## src/rtl/apb_pkg.sv

```systemverilog
// Shared types and constants for the APB memory completer.
package apb_pkg;

   localparam int unsigned APB_ADDR_W = 32;
   localparam int unsigned APB_DATA_W = 8;

   typedef enum logic [1:0] {
      IDLE   = 2'd0,
      SETUP  = 2'd1,
      ACCESS = 2'd2
   } apb_state_e;

   localparam logic RESP_OKAY   = 1'b0;
   localparam logic RESP_SLVERR = 1'b1;

   // Wait counter width; a zero-wait slave still keeps one bit.
   function automatic int unsigned cnt_width(input int unsigned wait_cycles);
      if (wait_cycles == 0) return 1;
      return $clog2(wait_cycles + 1);
   endfunction

   function automatic int unsigned idx_width(input int unsigned depth);
      if (depth <= 1) return 1;
      return $clog2(depth);
   endfunction

endpackage

```

## src/rtl/apb_regfile.sv

```systemverilog
// DEPTH x DATA_W register file: synchronous clear, one write port, combinational read.
module apb_regfile
   import apb_pkg::*;
#(
   parameter int unsigned DEPTH  = 32,
   parameter int unsigned DATA_W = APB_DATA_W
) (
   input  logic                           clk_i,
   input  logic                           rst_i,
   input  logic                           we_i,
   input  logic [idx_width(DEPTH)-1:0]    waddr_i,
   input  logic [DATA_W-1:0]              wdata_i,
   input  logic [idx_width(DEPTH)-1:0]    raddr_i,
   output logic [DATA_W-1:0]              rdata_o
);

   logic [DATA_W-1:0] mem_q [DEPTH];

   // Reset has priority so an in-flight write is dropped.
   always_ff @(posedge clk_i) begin
      if (rst_i) begin
         mem_q <= '{default: '0};
      end else if (we_i) begin
         mem_q[waddr_i] <= wdata_i;
      end
   end

   assign rdata_o = mem_q[raddr_i];

endmodule

```

## src/rtl/apb_mem_slave.sv

```systemverilog
// APB3 completer serving an 8-bit register file with programmable wait states,
// out-of-range error response and a sticky requester-sequencing error flag.
module apb_mem_slave
   import apb_pkg::*;
#(
   parameter int unsigned DEPTH       = 32,
   parameter int unsigned WAIT_CYCLES = 0,
   parameter int unsigned ADDR_W      = APB_ADDR_W,
   parameter int unsigned DATA_W      = APB_DATA_W
) (
   input  logic              pclk,
   input  logic              prst,
   input  logic              psel,
   input  logic              penable,
   input  logic              pwrite,
   input  logic [ADDR_W-1:0] paddr,
   input  logic [DATA_W-1:0] pwdata,
   output logic [DATA_W-1:0] prdata,
   output logic              pready,
   output logic              pslverr,
   output logic              proto_err
);

   localparam int unsigned CNT_W = cnt_width(WAIT_CYCLES);
   localparam int unsigned IDX_W = idx_width(DEPTH);

   apb_state_e        state_q;
   logic [CNT_W-1:0]  cnt_q;
   logic [ADDR_W-1:0] addr_q;
   logic              write_q;
   logic [DATA_W-1:0] wdata_q;
   logic              pready_q;
   logic              pslverr_q;
   logic [DATA_W-1:0] prdata_q;
   logic              proto_err_q;

   logic [CNT_W-1:0]  cnt_inc_c;
   logic [DATA_W-1:0] rd_data_c;
   logic [DATA_W-1:0] resp_data_c;
   logic              resp_err_c;
   logic              in_range_c;
   logic              done_c;
   logic              start_c;
   logic              mismatch_c;
   logic              we_c;
   logic              issue_c;
   logic              proto_viol_c;

   assign in_range_c  = (addr_q < ADDR_W'(DEPTH));
   assign cnt_inc_c   = cnt_q + CNT_W'(1);
   assign done_c      = (state_q == ACCESS) && (cnt_q == CNT_W'(WAIT_CYCLES));
   assign start_c     = psel && !penable;
   assign mismatch_c  = (paddr != addr_q) || (pwrite != write_q) || (pwdata != wdata_q);
   assign we_c        = done_c && write_q && in_range_c;
   assign resp_err_c  = in_range_c ? RESP_OKAY : RESP_SLVERR;
   assign resp_data_c = (!write_q && in_range_c) ? rd_data_c : '0;

   // issue_c: the coming edge opens the pready cycle. The completion cycle itself is
   // exempt from sequencing checks so a requester may present its next setup there.
   always_comb begin
      issue_c      = 1'b0;
      proto_viol_c = 1'b0;
      case (state_q)
         IDLE: begin
            proto_viol_c = psel && penable;
         end
         SETUP: begin
            proto_viol_c = !psel || mismatch_c;
            issue_c      = psel && (WAIT_CYCLES == 0);
         end
         ACCESS: begin
            proto_viol_c = !done_c && (!psel || !penable || mismatch_c);
            issue_c      = !done_c && psel && (cnt_inc_c == CNT_W'(WAIT_CYCLES));
         end
         default: begin
            proto_viol_c = 1'b0;
         end
      endcase
   end

   always_ff @(posedge pclk) begin
      if (prst) begin
         state_q     <= IDLE;
         cnt_q       <= '0;
         addr_q      <= '0;
         write_q     <= 1'b0;
         wdata_q     <= '0;
         pready_q    <= 1'b0;
         pslverr_q   <= 1'b0;
         prdata_q    <= '0;
         proto_err_q <= 1'b0;
      end else begin
         pready_q  <= issue_c;
         pslverr_q <= issue_c ? resp_err_c : 1'b0;
         prdata_q  <= issue_c ? resp_data_c : '0;
         if (proto_viol_c) proto_err_q <= 1'b1;

         case (state_q)
            IDLE: begin
               if (start_c) begin
                  state_q <= SETUP;
                  addr_q  <= paddr;
                  write_q <= pwrite;
                  wdata_q <= pwdata;
               end
            end
            SETUP: begin
               cnt_q   <= '0;
               state_q <= psel ? ACCESS : IDLE;
            end
            ACCESS: begin
               if (done_c) begin
                  if (start_c) begin
                     state_q <= SETUP;
                     addr_q  <= paddr;
                     write_q <= pwrite;
                     wdata_q <= pwdata;
                  end else begin
                     state_q <= IDLE;
                  end
               end else if (!psel) begin
                  state_q <= IDLE;
               end else begin
                  cnt_q <= cnt_inc_c;
               end
            end
            default: begin
               state_q <= IDLE;
            end
         endcase
      end
   end

   apb_regfile #(
      .DEPTH  (DEPTH),
      .DATA_W (DATA_W)
   ) u_regfile (
      .clk_i   (pclk),
      .rst_i   (prst),
      .we_i    (we_c),
      .waddr_i (addr_q[IDX_W-1:0]),
      .wdata_i (wdata_q),
      .raddr_i (addr_q[IDX_W-1:0]),
      .rdata_o (rd_data_c)
   );

   assign prdata    = prdata_q;
   assign pready    = pready_q;
   assign pslverr   = pslverr_q;
   assign proto_err = proto_err_q;

endmodule

```

## config.mk

```make
export PLATFORM = sky130hd
export DESIGN_NAME = apb_mem_slave
export DESIGN_NICKNAME = d
export VERILOG_FILES = /design/src/rtl/apb_pkg.sv /design/src/rtl/apb_regfile.sv /design/src/rtl/apb_mem_slave.sv
export SDC_FILE = /design/constraint.sdc
export NUM_CORES = 1
export LEC_CHECK = 0
export ABC_AREA = 1
export ABC_CLOCK_PERIOD_IN_PS = 3400
export CORE_ASPECT_RATIO = 0.75
export CORE_MARGIN = 5
export CORE_UTILIZATION = 45
export DETAILED_ROUTE_END_ITERATION = 7
export GPL_TIMING_DRIVEN = 0
export MAX_ROUTING_LAYER = met4
export PLACE_DENSITY_LB_ADDON = 0.15
export REMOVE_ABC_BUFFERS = 1
export SETUP_SLACK_MARGIN = 0.2
export SYNTH_ARGS = -nofsm -noshare
export SYNTH_HDL_FRONTEND = slang
export SYNTH_HIERARCHICAL = 1
export SYNTH_SLANG_ARGS = --single-unit
```

## constraint.sdc

```tcl
create_clock -name pclk -period 3.4 [get_ports pclk]
set_input_delay 0.34 -clock pclk [delete_from_list [all_inputs] [get_ports pclk]]
set_output_delay 0.34 -clock pclk [all_outputs]
set_load 0.05 [all_outputs]
```

After elaboration in Yosys (flattened, before gate mapping) --
Cells that the tools add are included.
Word-level totals: logic and storage cells 114, bits of input ports 45, bits in registers 311, output and inout port bits 11
Cells by class: add/subtract/negate cells 1, $lt $le $gt $ge 3, bitwise gates (word level) 5, reduce and logical (&&, ||, !) cells 27, mux-type cells 27, equal/unequal tests 10
Operator list (number):
- 256-bit bitwise mux | 1
- 32-bit 2-to-1 mux | 2
- 32-bit case mux with 2 select lines | 1
- 8-bit binary-select mux with 5-bit select | 1
- 8-bit demux with 5-bit select | 1
- 8-bit 2-to-1 mux | 5
- 32-bit by 6-bit less-than comparator with 1-bit output, second input constant | 1
- 32-bit inequality test | 1
- 8-bit case mux with 2 select lines | 1
- 1-bit logical AND | 10
- 2-bit 2-to-1 mux | 4
- 2-bit inequality test, second input constant | 4
- 8-bit inequality test | 1
- 6-bit greater-or-equal comparator, second input constant | 1
- 6-bit by 1-bit less-than comparator with 1-bit output, second input constant | 1
- 1-bit 2-to-1 mux | 6
- 5-bit inverter with 6-bit output | 1
- 1-bit case mux with 2 select lines | 3
- 2-bit case mux with 3 select lines | 1
- 1-bit logical OR | 5
- 1-bit logical NOT | 4
- 1-bit inverter | 4
- 2-bit AND reduction | 2
- 2-bit nonzero test | 2
- other kinds (10) | 10

Longest topological paths before layout --
depth in word-level cells 8, mapped depth 13, gate-level depth less buffers 13

Modules after synthesis --
Netlist, hierarchy kept.
By module, submodules not included:
- apb_regfile | area each 11529.8 µm², instances 1, cells an instance 1771, sequential area each 5124.9 µm²
- apb_mem_slave | area each 2777.7 µm², instances 1, cells an instance 403, sequential area each 1101.1 µm²

Worst setup path after synthesis --
No wires, ideal clock.
path type flip-flop to flip-flop, start point register addr_q[14], end point register u_regfile/mem_q[128] in the netlist's numbering, period minus slack after synthesis 2054 ps, buffers on the path 0, setup time 132 ps, arrival 1922 ps, data required time 3268 ps, stages on the path, launching flop included 10, slack 1346 ps, path through dfxtp_1 -> inv_1 -> nand4_1 -> nor4_4 -> and3_1 -> nand3_2 -> nor2_2 -> inv_1 -> nand2_1 -> a21oi_1
On the way: word-level cells in the longest chain between the ends 2
RTL lines:
- from (decl) | RTL line apb_mem_slave.sv:29 | logic [ADDR_W-1:0] addr_q;
- from (signal assigned) | RTL line apb_mem_slave.sv:102 | addr_q <= paddr;
- from (signal assigned) | RTL line apb_mem_slave.sv:115 | addr_q <= paddr;
- 32-bit by 6-bit less-than comparator with 1-bit output | RTL line apb_mem_slave.sv:49 | assign in_range_c = (addr_q < ADDR_W'(DEPTH));
- 1-bit logical AND | RTL line apb_mem_slave.sv:54 | assign we_c = done_c && write_q && in_range_c;
- named net we_c | RTL line apb_mem_slave.sv:45 | logic we_c;
- to (signal, indexed assignment) | RTL line apb_regfile.sv:24 | mem_q[waddr_i] <= wdata_i;
- to (decl) | RTL line apb_regfile.sv:17 | logic [DATA_W-1:0] mem_q [DEPTH];
The timed path passes the listed nets, and every way through them passes these cells. A chain may end at the register's enable or synchronous reset.

Worst setup path in the final report --
start point register addr_q[27], end point register u_regfile/mem_q[14] in the netlist's numbering
The elaborated chain is that of the path after synthesis.

==> metrics.md <==
| Metric | Value |
|---|---|
| Status | complete, no violations |
| Initial antenna violation count | 0 |
| Synth cell count leaders | 950 x nand2_1, 311 x dfxtp_1, 303 x a21oi_1, 203 x nand3_1, 127 x inv_1 |
| # DRC | 0 |
| Area growth from synthesis to layout | 13.2% |
| Fin crit period | ~3.1 ns |
| Asr flop ratio synth | 0% |
| Worst-margin pin slew | 1.28 ns |
| Hpwl dp | 26.6 mm |
| Hold Buf Count CTS | 0 |
| Pwr Total | 8.36 mW |
| Clock skew | between 0.02 and 0.025 ns |
| Die area | 35500 um2 |
| R2R Setup Slk | 0.31 ns |
| Core ar. | 31300 um2 |
| Placed instance area | 15100 um2 |
| Pwr dens | 516 nW/um2 |
| Grt total ovfl | 0 |
| Post_cts resized | 0 |
| CTS sink count | 311 |
| Peak VDD IR | ~300 uV |
| CTS tree | built |
| CP max stage cell | nor2_2 |
| Sequential area share after synthesis | a little over two fifths |
| Placed Cells | 2528 |
| # port buffers | 55 |
| Max Slew Vio Count | 0 |
| N_diodes | 0 |
| Worst-path maximum fanout | 9 |
| Post-synthesis sequential element count | 311 |
| Mean Syn Cell Area | 6.58 um2 |
| Synthesized area | 14300 um2 |
| FMAX | 323 MHz |
| Worst relative slew slack | between 10% and 20% |
| 1st-iter DRT viols | 1420 |
| CP max stage delay | approximately 0.57 ns |
| Worst skew pair latency | between 0.5 and 0.6 ns |
| Worst Path Required | 3.79 ns |
| Synth Instances | about 2200 |
| RSZ-0062 raised after global routing | yes |
| Yosys top cell by area | dfxtp_1 |
| # Max-Cap Violations | 0 |
| Share of layout cells above drive strength 1 | 5.46% |
| Routability Congestion | 0.809 |
| Fin cells | between 2000 and 3000 |
| CTS root buf | clkbuf_16 |
| Longest Clk Path Bufs | 3 |
| Most frequent CP cell | nand2_1 |
| Initial core utilization | 45.7% |
| H-Tree Depth | 2 |
| Global-route usage over all layers | 24.5% |
| Worst setup EP type | flop |
| WL/cell | 16.8 um |
| Share of the synthesized area in the top cell type | 43.5% |
| CTS buffer count | 34 |
| DIE HEIGHT | 164 um |
| Hold Vio Cnt, Final | 0 |
| Critical path cell sequence | inv_2, nand4_1, nor2_1, nand2_1, nor4_4, and3_1, nand3_2, nor2_2, inv_1, nand2_1, a21oi_1 |
| Bufs and invs on worst path | 2 |
| Synth Flop Type | dfxtp_1 |
| Most common cell in the netlist | nand2_1 |
| Fin crit share | roughly nine tenths |
| First-pass GRT wire length | just under 70 mm |
| Worst Hold Class | input pin to flop |
| Setup bufs post-CTS | 0 |
| Type of origin of the critical path | flop |
| Crit Path Class | flop to flop |
| Vias per inst | 5.36 |
| Num rows | 56 |
| Leak pwr | 5.66 nW |
| Post-DRT Antenna Nets | 0 |
| Cell family contributing the most delay on the critical path | simple AND/OR/NAND/NOR gates |
| Pre-antenna DRT Iters | 5 |
| Io pins | 56 |
| Synth unique cells | 27 |
| Pin count of the biggest net entering global routing | 101 |
| Via count | about 14000 |
| Nets | 2208 |
| Vias in the first global route | between 10000 and 15000 |
| Ys Warns | 6 |
| Final setup fails | 0 |
| Fin area | 16200 um2 |
| CTS clk-pin slew, worst paths | 0.06 ns |
| EDFF count, synth | 0 |
| Top cells by area, synth | dfxtp_1 44%, nand2_1 25%, a21oi_1 11% |
| Final wirelength | ~43 mm |
| Die X | about 220 um |
| Worst Path Arrival | 3.48 ns |
-- flip-flops by register name, summed over array words and instances (netlist names) --
| register | count |
|---|---|
| u_regfile/mem_q | 256 |
| addr_q | 32 |
| prdata | 8 |
| wdata_q | 8 |
| state_q | 2 |
| cnt_q | 1 |
| pready | 1 |
| proto_err | 1 |
| pslverr | 1 |
| write_q | 1 |
-- final cells by class --
type	instances	area (um2)
fillers	3116	15100
multi-input cells	1611	7070
flip-flops and latches	311	6240
clock buffers	49	958
repair buffers	65	793
inverters	136	515
well taps	406	508
clock inverters	9	109
-- path summary, 6_finish.rpt --
kind,startpoint,to,cells past startpoint
worst max-delay path,addr_q[27]$_SDFFE_PP0P_,u_regfile/mem_q[14]$_SDFFE_PP0P_,11
worst min-delay path,prst,u_regfile/mem_q[121]$_SDFFE_PP0P_,2
worst max register to register,addr_q[27]$_SDFFE_PP0P_,u_regfile/mem_q[14]$_SDFFE_PP0P_,11
worst min register to register,proto_err$_SDFFE_PP0P_,proto_err$_SDFFE_PP0P_,2
-- cells in the final DEF, fill, tap and decap left out, drive strengths merged --
cell and instances:
nand2 955, dfxtp 311, a21oi 303, nand3 208, inv 137, nor2 60
clkdlybuf4s50 54, clkbuf 49, o21ai 46, xnor2 19, buf 11, nand4 9
clkinv 6, ha 4, bufinv 2, nor4 1, and3 1, nor3 1
o211ai 1, a2111oi 1, xor2 1, a31oi 1
-- metal layers --
layer	track usage (%)	part of all wire, %	up-vias
met4	6.24	2.0	0
met1	36.1	48	6421
met5	-	0	-
met3	3.34	7.6	69
li1	-	-	6895
met2	35.5	43	481
-- through the flow --
step | util, % | setup WS [ns] | TNS (ns) | hold slack, ns
2_1_floorplan | - | -2.38 | -88.19 | 0.409
3_3_place_gp | 47.4 | -9.72 | -1682.09 | 0.441
3_5_place_dp | 48.2 | 0.297 | 0 | 0.446
4_1_cts | 51.6 | 0.287 | 0 | 0.258
5_1_grt | 51.7 | 0.135 | 0 | 0.295
6_report | 51.7 | 0.307 | 0 | 0.256
-- power breakdown --
group / total, mW / internal [mW] / switching (mW)
logic: 0.816 / 0.275 / 0.541
clock network: 3.65 / 2.12 / 1.53
registers: 3.90 / 3.70 / 0.205
-- kinds of logic (layout without fill, tap and decap cells) --
family	Yosys count	after routing	synth area share [%]
AOI/OAI and AO/OA	352	352	12.5
buffers and inverters	252	259	7.15
DFF	311	311	43.5
xor gates and xnor gates	20	20	1.22
and+or+nand+nor	1235	1235	35.3
adders and majority gates	4	4	0.350
No activity file was read; power rests on OpenSTA's default activity.
